$ cat src/rtl/batcharger_if.sv
// Charger controller bundle: enable/temperature, ADC sample strobe, thresholds,
// and the power-stage mode outputs.
interface batcharger_if #(parameter int TW = 16);
   logic          en;
   logic          vtok;
   logic          adc_valid;
   logic [7:0]    vbat;
   logic [7:0]    ibat;
   logic [7:0]    vpreset;
   logic [7:0]    vcv;
   logic [7:0]    vrech;
   logic [7:0]    iend;
   logic [TW-1:0] tmax;
   logic          tc;
   logic          cc;
   logic          cv;
   logic          chg_en;
   logic          done;
   logic          tout;
   logic [2:0]    state;

   modport master (
      output en, vtok, adc_valid, vbat, ibat, vpreset, vcv, vrech, iend, tmax,
      input  tc, cc, cv, chg_en, done, tout, state
   );

   modport slave (
      input  en, vtok, adc_valid, vbat, ibat, vpreset, vcv, vrech, iend, tmax,
      output tc, cc, cv, chg_en, done, tout, state
   );
endinterface

$ cat src/rtl/batcharger_ctrl.sv
// Li-ion charge sequencer: trickle (TC), constant current (CC), constant voltage (CV),
// end-of-charge with recharge watch, plus temperature hold and sample-based timeout.
//
// state | meaning
// IDLE  | waiting for first qualifying ADC sample to pick a starting phase
// TC    | trickle charge until vbat reaches vpreset
// CC    | constant current until vbat reaches vcv
// CV    | constant voltage until ibat falls to iend
// END   | charged (or timed out); leaves when vbat sags below vrech
// WAIT  | temperature fault hold; returns to IDLE once vtok is back
module batcharger_ctrl #(
   parameter int FILT = 2,
   parameter int TW   = 16
) (
   input logic         clk,
   input logic         rst,
   batcharger_if.slave bus
);

   typedef enum logic [2:0] {
      ST_IDLE = 3'd0,
      ST_TC   = 3'd1,
      ST_CC   = 3'd2,
      ST_CV   = 3'd3,
      ST_END  = 3'd4,
      ST_WAIT = 3'd5
   } state_t;

   localparam int              FW     = $clog2(FILT + 1);
   localparam logic [FW-1:0]   FILT_C = FW'(FILT);

   state_t        state_q, state_nx, cond_nx;
   logic [FW-1:0] fcnt_q, fcnt_nx, fcnt_inc;
   logic [TW-1:0] tcnt_q, tcnt_nx, tcnt_inc;
   logic          tout_q, tout_nx;
   logic          cond, timed, filt_hit, tmo_hit;

   always_ff @(posedge clk) begin
      if (rst) begin
         state_q <= ST_IDLE;
         fcnt_q  <= '0;
         tcnt_q  <= '0;
         tout_q  <= 1'b0;
      end else begin
         state_q <= state_nx;
         fcnt_q  <= fcnt_nx;
         tcnt_q  <= tcnt_nx;
         tout_q  <= tout_nx;
      end
   end

   always_comb begin
      cond    = 1'b0;
      cond_nx = ST_IDLE;
      case (state_q)
         ST_TC:   begin cond = (bus.vbat >= bus.vpreset); cond_nx = ST_CC;   end
         ST_CC:   begin cond = (bus.vbat >= bus.vcv);     cond_nx = ST_CV;   end
         ST_CV:   begin cond = (bus.ibat <= bus.iend);    cond_nx = ST_END;  end
         ST_END:  begin cond = (bus.vbat <  bus.vrech);   cond_nx = ST_IDLE; end
         default: ;
      endcase

      fcnt_inc = fcnt_q + 1'b1;
      tcnt_inc = (&tcnt_q) ? tcnt_q : tcnt_q + 1'b1;
      timed    = (state_q == ST_TC) || (state_q == ST_CV);
      filt_hit = bus.adc_valid && cond && (fcnt_inc == FILT_C);
      // timeout wins over a threshold crossing on the same sample
      tmo_hit  = bus.adc_valid && timed && (bus.tmax != '0) && (tcnt_inc == bus.tmax);

      state_nx = state_q;
      tout_nx  = tout_q;
      if (!bus.en) begin
         state_nx = ST_IDLE;
         tout_nx  = 1'b0;
      end else if (state_q > ST_WAIT) begin
         state_nx = ST_IDLE;
      end else if (!bus.vtok) begin
         state_nx = ST_WAIT;
      end else begin
         case (state_q)
            ST_IDLE: begin
               if (bus.adc_valid)
                  state_nx = (bus.vbat < bus.vpreset) ? ST_TC :
                             (bus.vbat < bus.vcv)     ? ST_CC : ST_END;
            end
            ST_TC, ST_CC, ST_CV, ST_END: begin
               if (tmo_hit) begin
                  state_nx = ST_END;
                  tout_nx  = 1'b1;
               end else if (filt_hit) begin
                  state_nx = cond_nx;
               end
            end
            ST_WAIT: state_nx = ST_IDLE;
            default: state_nx = ST_IDLE;
         endcase
      end

      if (state_nx != state_q)
         fcnt_nx = '0;
      else if (bus.adc_valid)
         fcnt_nx = cond ? fcnt_inc : '0;
      else
         fcnt_nx = fcnt_q;

      if ((state_nx != state_q) && ((state_nx == ST_TC) || (state_nx == ST_CV)))
         tcnt_nx = '0;
      else if (bus.adc_valid && timed)
         tcnt_nx = tcnt_inc;
      else
         tcnt_nx = tcnt_q;
   end

   assign bus.state  = state_q;
   assign bus.tc     = (state_q == ST_TC);
   assign bus.cc     = (state_q == ST_CC);
   assign bus.cv     = (state_q == ST_CV);
   assign bus.chg_en = (state_q == ST_TC) || (state_q == ST_CC) || (state_q == ST_CV);
   assign bus.done   = (state_q == ST_END);
   assign bus.tout   = tout_q;

endmodule

$ cat src/flat_wrapper.sv
// flat-port wrapper written by rule: the top's interface ports become plain ports
module batcharger_ctrl_flat 
#(
   parameter int FILT = 2,
   parameter int TW   = 16
)
  (clk, rst, bus_en, bus_vtok, bus_adc_valid, bus_vbat, bus_ibat, bus_vpreset, bus_vcv, bus_vrech, bus_iend, bus_tmax, bus_tc, bus_cc, bus_cv, bus_chg_en, bus_done, bus_tout, bus_state);
  batcharger_if #(.TW(TW)) bus_i ();
  input logic clk;
  input logic rst;
  input wire logic [$bits(bus_i.en)-1:0] bus_en;
  input wire logic [$bits(bus_i.vtok)-1:0] bus_vtok;
  input wire logic [$bits(bus_i.adc_valid)-1:0] bus_adc_valid;
  input wire logic [$bits(bus_i.vbat)-1:0] bus_vbat;
  input wire logic [$bits(bus_i.ibat)-1:0] bus_ibat;
  input wire logic [$bits(bus_i.vpreset)-1:0] bus_vpreset;
  input wire logic [$bits(bus_i.vcv)-1:0] bus_vcv;
  input wire logic [$bits(bus_i.vrech)-1:0] bus_vrech;
  input wire logic [$bits(bus_i.iend)-1:0] bus_iend;
  input wire logic [$bits(bus_i.tmax)-1:0] bus_tmax;
  output wire logic [$bits(bus_i.tc)-1:0] bus_tc;
  output wire logic [$bits(bus_i.cc)-1:0] bus_cc;
  output wire logic [$bits(bus_i.cv)-1:0] bus_cv;
  output wire logic [$bits(bus_i.chg_en)-1:0] bus_chg_en;
  output wire logic [$bits(bus_i.done)-1:0] bus_done;
  output wire logic [$bits(bus_i.tout)-1:0] bus_tout;
  output wire logic [$bits(bus_i.state)-1:0] bus_state;
  assign bus_i.en = bus_en;
  assign bus_i.vtok = bus_vtok;
  assign bus_i.adc_valid = bus_adc_valid;
  assign bus_i.vbat = bus_vbat;
  assign bus_i.ibat = bus_ibat;
  assign bus_i.vpreset = bus_vpreset;
  assign bus_i.vcv = bus_vcv;
  assign bus_i.vrech = bus_vrech;
  assign bus_i.iend = bus_iend;
  assign bus_i.tmax = bus_tmax;
  assign bus_tc = bus_i.tc;
  assign bus_cc = bus_i.cc;
  assign bus_cv = bus_i.cv;
  assign bus_chg_en = bus_i.chg_en;
  assign bus_done = bus_i.done;
  assign bus_tout = bus_i.tout;
  assign bus_state = bus_i.state;
  batcharger_ctrl #(.FILT(FILT), .TW(TW)) u_core (.clk(clk), .rst(rst), .bus(bus_i));
endmodule
$ cat config.mk
export PLATFORM = sky130hd
export DESIGN_NAME = batcharger_ctrl_flat
export DESIGN_NICKNAME = d
export VERILOG_FILES = /design/src/rtl/batcharger_if.sv /design/src/rtl/batcharger_ctrl.sv /design/src/flat_wrapper.sv
export SDC_FILE = /design/constraint.sdc
export NUM_CORES = 1
export LEC_CHECK = 0
export CORE_AREA = 2 2 82 84
export CTS_CLUSTER_DIAMETER = 50
export CTS_CLUSTER_SIZE = 10
export DETAILED_ROUTE_END_ITERATION = 10
export DIE_AREA = 0 0 84 86
export HOLD_SLACK_MARGIN = 0.15
export PLACE_DENSITY = 0.83
export SYNTH_ARGS = -nofsm -noshare
export SYNTH_HDL_FRONTEND = slang
export SYNTH_SLANG_ARGS = --single-unit
$ cat constraint.sdc
create_clock -name clk -period 8.2 [get_ports clk]
set_input_delay 1.64 -clock clk [delete_from_list [all_inputs] [get_ports clk]]
set_output_delay 1.64 -clock clk [all_outputs]
set_load 0.01 [all_outputs]
==> impl_metrics.csv <==
group,metric,value,unit
run_status,run_status,"completed",
final_layout,layout_common_cells,"77 x clkdlybuf4s50_1, 43 x inv_1, 36 x nand2_1",
detailed_routing,remaining_drc_errors,0,
yosys,synth_nets,523,
detailed_routing,dr.pass1.iters,5,
timing,fmax,0.202,GHz
yosys,synth_async_sr_flop_share,0,%
final_layout,nNetsFinal,584,
floorplanning,io_pins,78,
floorplanning,dieArea,0.00722,sq mm
floorplanning,fp.dieW,84,um
timing,min_period,4.95,ns
timing,finalSetupTns,0,ns
detailed_routing,wire_per_inst,16.6,um
worst_setup_path,ff2ff_setup_slack,4.12,ns
worst_setup_path,cp-end-kind,"flip-flop",
yosys,synth_flop_cell,"dfxtp_1",
timing,rsz0062_at_grt,"no",
power,p_leak,0.00145,uW
final_layout,design_area,0.00389,sq mm
final_layout,layout-drive-gt1-share,4.99,%
worst_setup_path,crit_chain,"clkdlybuf4s50_1 > and3b_1 > nand4_1 > or4_1 > or4_1 > nor3_1 > nand4_1 > nor3b_2 > a2bb2oi_1 > nor2_2 > a2111oi_0",
cts,cts-root-buf,"clkbuf_8",
floorplanning,start_util,49.5,%
final_layout,diodes,0,
final_layout,area_growth,25.4,%
timing,fin_skew,0.00755,ns
timing,slew-limit-headroom,46.6,%
yosys,synth_cells,421,
worst_setup_path,timing.rr.end,"u_core.tcnt_q[14]$_SDFFE_PP0P_",
worst_setup_path,critPathLaunchType,"input port",
placement,post_dp_cell_area,0.00382,sq mm
cts,post_cts_resized,0,
yosys,ys_seq_area_share,14.2,%
detailed_routing,ant_nets,0,
worst_setup_path,rr_worst_depth,11,
placement,io_buffers,77,
yosys,ys_ff_latch,22,
worst_setup_path,cpPeakStageDelay,0.65,ns
final_layout,seqCellArea,440,sq um
cts,cts_buffers,3,
min_path,holdPathStages,2,
cts,cts_tree,"done",
timing,tightest_slew,0.798,ns
timing,slew_violations,0,
worst_setup_path,critPathKind,"in2reg",
cts,post_cts_buffers,0,
worst_setup_path,crit_buf_inv,1,
power,peakVddDrop,52.6,uV
power,power.density,82.9,mW/mm^2
worst_setup_path,worstPathRequired,8.30,ns
detailed_routing,drt_iter0_drc,316,
cts,cts_hold_buf,0,
yosys,synth.distinct_cells,72,
cts,cts_buffer_depth,2,
grt,grt-ovfl-total,0,
grt,grt_usage,26.0,%
detailed_routing,num_vias,3473,
worst_setup_path,cp_slowest_cell,"clkdlybuf4s50_1",
cts,htreeDepth,1,
yosys,synth_edf_count,0,
min_path,whs_endpoint,"u_core.bus.tout$_SDFFE_PP0P_",
cts,clk_pin_slew_worst_paths,0.07,ns
yosys,syn_area_per_cell,7.37,sq um
min_path,hold_class,"reg2reg",
worst_setup_path,crit_family,"simple AND/OR/NAND/NOR gates",
timing,setup_violations,0,
grt,grt_pass1_wl,15500,um
floorplanning,fp.dieH,86,um
grt,antenna_found_initial,0,
cts,cts_sinks,22,
final_layout,final_common_cell,"clkdlybuf4s50_1",
grt,grt_pass1_vias,3237,
timing,finalHoldViolCount,0,
final_layout,fillers,574,
detailed_routing,via_per_inst,6.22,
floorplanning,placementRows,29,
flow_run,drv_cap,0,
worst_setup_path,worstPathMaxFanout,16,
yosys,ys.warnings.count,0,
placement,dp_hpwl,7600,um
min_path,hold_path_startpoint,"u_core.bus.tout$_SDFFE_PP0P_",
floorplanning,coreArea,0.00628,sq mm
yosys,syn_area,0.00310,sq mm
timing,final.period_utilization,60.3,%
detailed_routing,drt-total-wl,9280,um
grt,grt_max_degree,20,
final_layout,multi_input_area,0.00235,sq mm
worst_setup_path,r2r_start,"u_core.tcnt_q[0]$_SDFFE_PP0P_",
worst_setup_path,arrival,5.05,ns
cts,clock_latency,0.27,ns
placement,place_congestion,0.925,
[state kept, by name (all words and copies together) (netlist names)]
name	count
u_core.bus.state	3
u_core.bus.tout	1
u_core.tcnt_q	16
u_core.fcnt_q	2
[per-layer routing]
layer	GRT usage (%)	vias to the layer above	share of wire, %
met5	0	-	0
met1	32.5	1576	43
met3	2.89	25	6.6
met2	45.8	174	47
li1	-	1698	-
met4	10.1	0	3.4
[metrics by stage]
step | utilization, % | hold slack (ns) | setup WS (ns) | std cells | power, uW
floorplan | - | 0.502 | 4.07 | 421 | 168
global placement | 60.9 | 0.474 | 3.10 | 554 | 220
detailed placement | 60.9 | 0.487 | 3.00 | 554 | 224
CTS | 62.0 | 0.509 | 3.28 | 558 | 323
global route | 62.0 | 0.544 | 2.98 | 558 | 341
finish | 62.0 | 0.502 | 3.25 | 558 | 323
[cells by family (layout without fill, tap and decap cells)]
logic type	Yosys count	in the layout	share of synthesized area, %
DFF	22	22	14.2
AOI/OAI and AO/OA	95	95	20.4
xor gates and xnor gates	22	22	6.21
and+or+nand+nor	180	180	34.2
adders and majority gates	33	33	13.3
muxes	5	5	1.69
buffers and inverters	64	124	10.0
[tightest hold or removal path, stage by stage (launching register included)]
cell and delay (ns):
dfxtp_1 0.35, a21oi_1 0.05, nor2_1 0.07
[cells in the mapped netlist, drive strengths merged, types with 3 or more instances]
master   count  area share [%]
nor2        24             3.0
nor2b        4            0.81
or3          3            0.60
a21oi       32             5.2
nand4       20             4.2
a2111oi      3            0.85
or4          6             1.5
inv         43             5.2
o31ai        3            0.73
nand3       12             2.3
xor2         9             2.5
nor3b        4             1.1
dfxtp       22              14
ha          33              13
nand2       36             4.4
nor3        20             3.2
nor4        15             3.9
a211oi       5             1.2
a31oi        5             1.5
xnor2       13             3.7
and4         6             1.7
buf         12             2.8
mux2i        3            0.97
clkbuf       9             2.1
o21ai       14             2.3
o2111ai      4             1.1
nand2b       7             1.4
and3         6             1.3
o211ai       7             1.7
[how the worst max path moves through the flow]
| stage | start | to | slack, ns | cells past startpoint |
|---|---|---|---|---|
| finish | bus_adc_valid | u_core.tcnt_q[14]$_SDFFE_PP0P_ | 3.25 | 11 |
| global route | bus_adc_valid | u_core.tcnt_q[14]$_SDFFE_PP0P_ | 2.98 | 11 |
| CTS | bus_adc_valid | u_core.tcnt_q[14]$_SDFFE_PP0P_ | 3.28 | 11 |
| detailed placement | bus_adc_valid | u_core.tcnt_q[14]$_SDFFE_PP0P_ | 3.00 | 11 |
| global placement | bus_adc_valid | u_core.tcnt_q[14]$_SDFFE_PP0P_ | 3.10 | 11 |
| floorplan | bus_vbat[0] | u_core.tcnt_q[0]$_SDFFE_PP0P_ | 4.07 | 13 |
[final cells by class]
cell class,count,area share (%)
multi-input cells,335,60.4
repair buffers,77,19.8
flip-flops and latches,22,11.3
inverters,43,4.15
well taps,77,2.48
clock buffers,3,1.06
clock inverters,1,0.771
[power breakdown]
part           leakage (uW)  switching (uW)  internal, uW  total [uW]
Clock             0.0000357            35.5          65.2         101
Sequential         0.000178            2.72           108         110
Combinational       0.00124            52.0          59.6         112
Total               0.00145            90.3           233         323
No activity file was read; power rests on OpenSTA's default activity.
==> RTL change, RTL diff (same flow settings) <==
`FILT` is set to 2 in 2 places; all go to 4.
--- a/src/rtl/batcharger_ctrl.sv
+++ b/src/rtl/batcharger_ctrl.sv
@@ -9,7 +9,7 @@
 // END   | charged (or timed out); leaves when vbat sags below vrech
 // WAIT  | temperature fault hold; returns to IDLE once vtok is back
 module batcharger_ctrl #(
-   parameter int FILT = 2,
+   parameter int FILT = 4,
    parameter int TW   = 16
 ) (
    input logic         clk,
--- a/src/flat_wrapper.sv
+++ b/src/flat_wrapper.sv
@@ -1,7 +1,7 @@
 // flat-port wrapper written by rule: the top's interface ports become plain ports
 module batcharger_ctrl_flat 
 #(
-   parameter int FILT = 2,
+   parameter int FILT = 4,
    parameter int TW   = 16
 )
   (clk, rst, bus_en, bus_vtok, bus_adc_valid, bus_vbat, bus_ibat, bus_vpreset, bus_vcv, bus_vrech, bus_iend, bus_tmax, bus_tc, bus_cc, bus_cv, bus_chg_en, bus_done, bus_tout, bus_state);
Behaviour: not the same (Yosys sat finds a counterexample within 4 cycles, from zero or initial values and one cycle with rst high).
==> RTL change against the original RTL <==
Worst setup slack better by 18 ps. Area after synthesis decreased by 6.5%. Synthesized cell count down 10%. Sequential share of layout area grew 0.96 points. Core utilization decreased by 2.3 points. Non-clock buffer count did not move. Wire length is 15% lower. Die area did not move. Clock skew rose by 0.86 ps. Final area is 3.6% lower. Sequential cell count increased by 1. Cell count down 6.3%. Clock power down 29%. Total power decreased by 8.1%. Critical endpoint unchanged. Highest routed layer unchanged.
==> RTL change: results (changes against the original RTL) <==
Status
The flow ran to the end, and the final reports show no timing, DRC or antenna violations.

Min path
In this run the worst hold path is classified as register to register.

Place
The setup slack after placement is 3046 ps (+47.13 ps). The placed wire-length estimate was 6559 um (-14%). The weighted congestion reported at the end of routability-driven placement is 0.9527 (+3.0%).

Route
The final routed wire length divided by cell count came to 15.14 um (-9.0%). The number of violations reported at the end of detailed-routing iteration 0 is 367 (+16%). The detailed-route vias per instance is 5.887 (-5.4%).

Pwr
The internal power was 0.2073 mW (-11%). The power in sequential cells is 0.115 mW (+5%). The sum of internal, switching and leakage power came to 0.2966 mW (-8.1%). The leakage power is 1.451 nW (-0.12%).

The peak supply drop came to 0.09431 mV (+79%).

Finish
The fraction of layout instances using a drive strength above 1 came to 4.933% (-0.057 points). The number of nets in the layout was 550 (-5.8%). More flip-flops sit in one register than any other, and that register is u_core.tcnt_q. The filler-free cell count of the finished design is 523 (-6.3%).

Clocking
The clock edge transition at the registers on the reported setup and hold paths is 90 ps (+20 ps). The maximum root-to-sink buffer count is 2 (unchanged).

Worst setup path
For this design, the slowest cell found on the critical path is sky130_fd_sc_hd__a211oi_4. The arrival time of data at the critical path endpoint is 5040 ps (about the same). The number of cells traversed by the worst register-to-register path came to 10 (-1). The kind of cell with the highest combined delay along the critical path is compound AO/OA/AOI/OAI gates.

Global route
The largest net degree at the start of global routing is 21 (+5.0%). The global-route wire length before repair came to 13010 um (-16%). The global-route usage over all layers is 21.24% (-4.7 points). The number of global-route vias before repair is 2860 (-12%).

Synthesis
The count of mapped cells out of synthesis was 378 (-10%). The post-synthesis compound-gate area fraction was 18.89% (-1.5 points). The sequential share of the synthesized area was 15.87% (+1.7 points). The xor and xnor area share after synthesis came to 10.26% (+4.1 points). The total nets after synthesis was 481 (-8.0%).

The number of distinct library cells after synthesis is 60 (-17%). Sorting the synthesized cells by area gives the leading types as sky130_fd_sc_hd__dfxtp_1, sky130_fd_sc_hd__ha_1, sky130_fd_sc_hd__xnor2_1, sky130_fd_sc_hd__inv_1, sky130_fd_sc_hd__xor2_1. The commonest cells after synthesis are sky130_fd_sc_hd__inv_1, sky130_fd_sc_hd__ha_1, sky130_fd_sc_hd__nor2_1.

Timing
The relative max-transition margin is 46.25% (-0.32 points). The clock skew is 8.414 ps (+0.8598 ps).
RTL change: worst paths after layout:
check	startpoint	to	slack (ps)
hold / removal	u_core.bus.tout	u_core.bus.tout	530
setup / recovery	bus_vbat[0]	u_core.tcnt_q[14]	3270
setup reg to reg	u_core.tcnt_q[0]	u_core.tcnt_q[14]	4420
hold reg to reg	u_core.bus.tout	u_core.bus.tout	530
RTL change: per-stage QoR:
step | hold WS (ps) | utilization (%) | area, sq um
6_report | 531.3 | 59.76 | 3751
5_1_grt | 596.4 | 59.76 | 3751
4_1_cts | 529.3 | 59.76 | 3751
3_5_place_dp | 509.5 | 58.98 | 3702
3_3_place_gp | 516.7 | 58.98 | 3702
2_1_floorplan | 524.9 | - | 2902
RTL change: cells by family after synthesis:
kind of cell,count (synthesis)
simple gates,149
xor+xnor,34
flops,23
compound gates,77
mux,7
buf+inv,54
fa+ha+maj,34
RTL change: cell type report:
cell class | count | area [sq um]
clock inverters | 1 | 7.507
fillers | 574 | 2526
clock buffers | 3 | 41.29
well taps | 77 | 96.34
inverters | 41 | 153.9
flip-flops and latches | 23 | 460.4
repair buffers | 77 | 770.7
multi-input cells | 301 | 2221
RTL change: layer usage:
layer  track usage, %  up-vias  part of all wire, %
met3            2.502       18                  5.4
li1                 -     1524                    -
met1            28.74     1428                   45
met4            3.519        0                  1.4
met5                0        -                    0
met2            37.02      109                   48
RTL change: worst register-to-register path: cells and delay by family, from the launching register on:
family	cells	cell delay, ps
flip-flops	1	540
XOR/XNOR	1	190
AND/OR/NAND/NOR	3	670
adder cells (fa/ha/maj)	1	360
AO/OA/AOI/OAI	5	1910
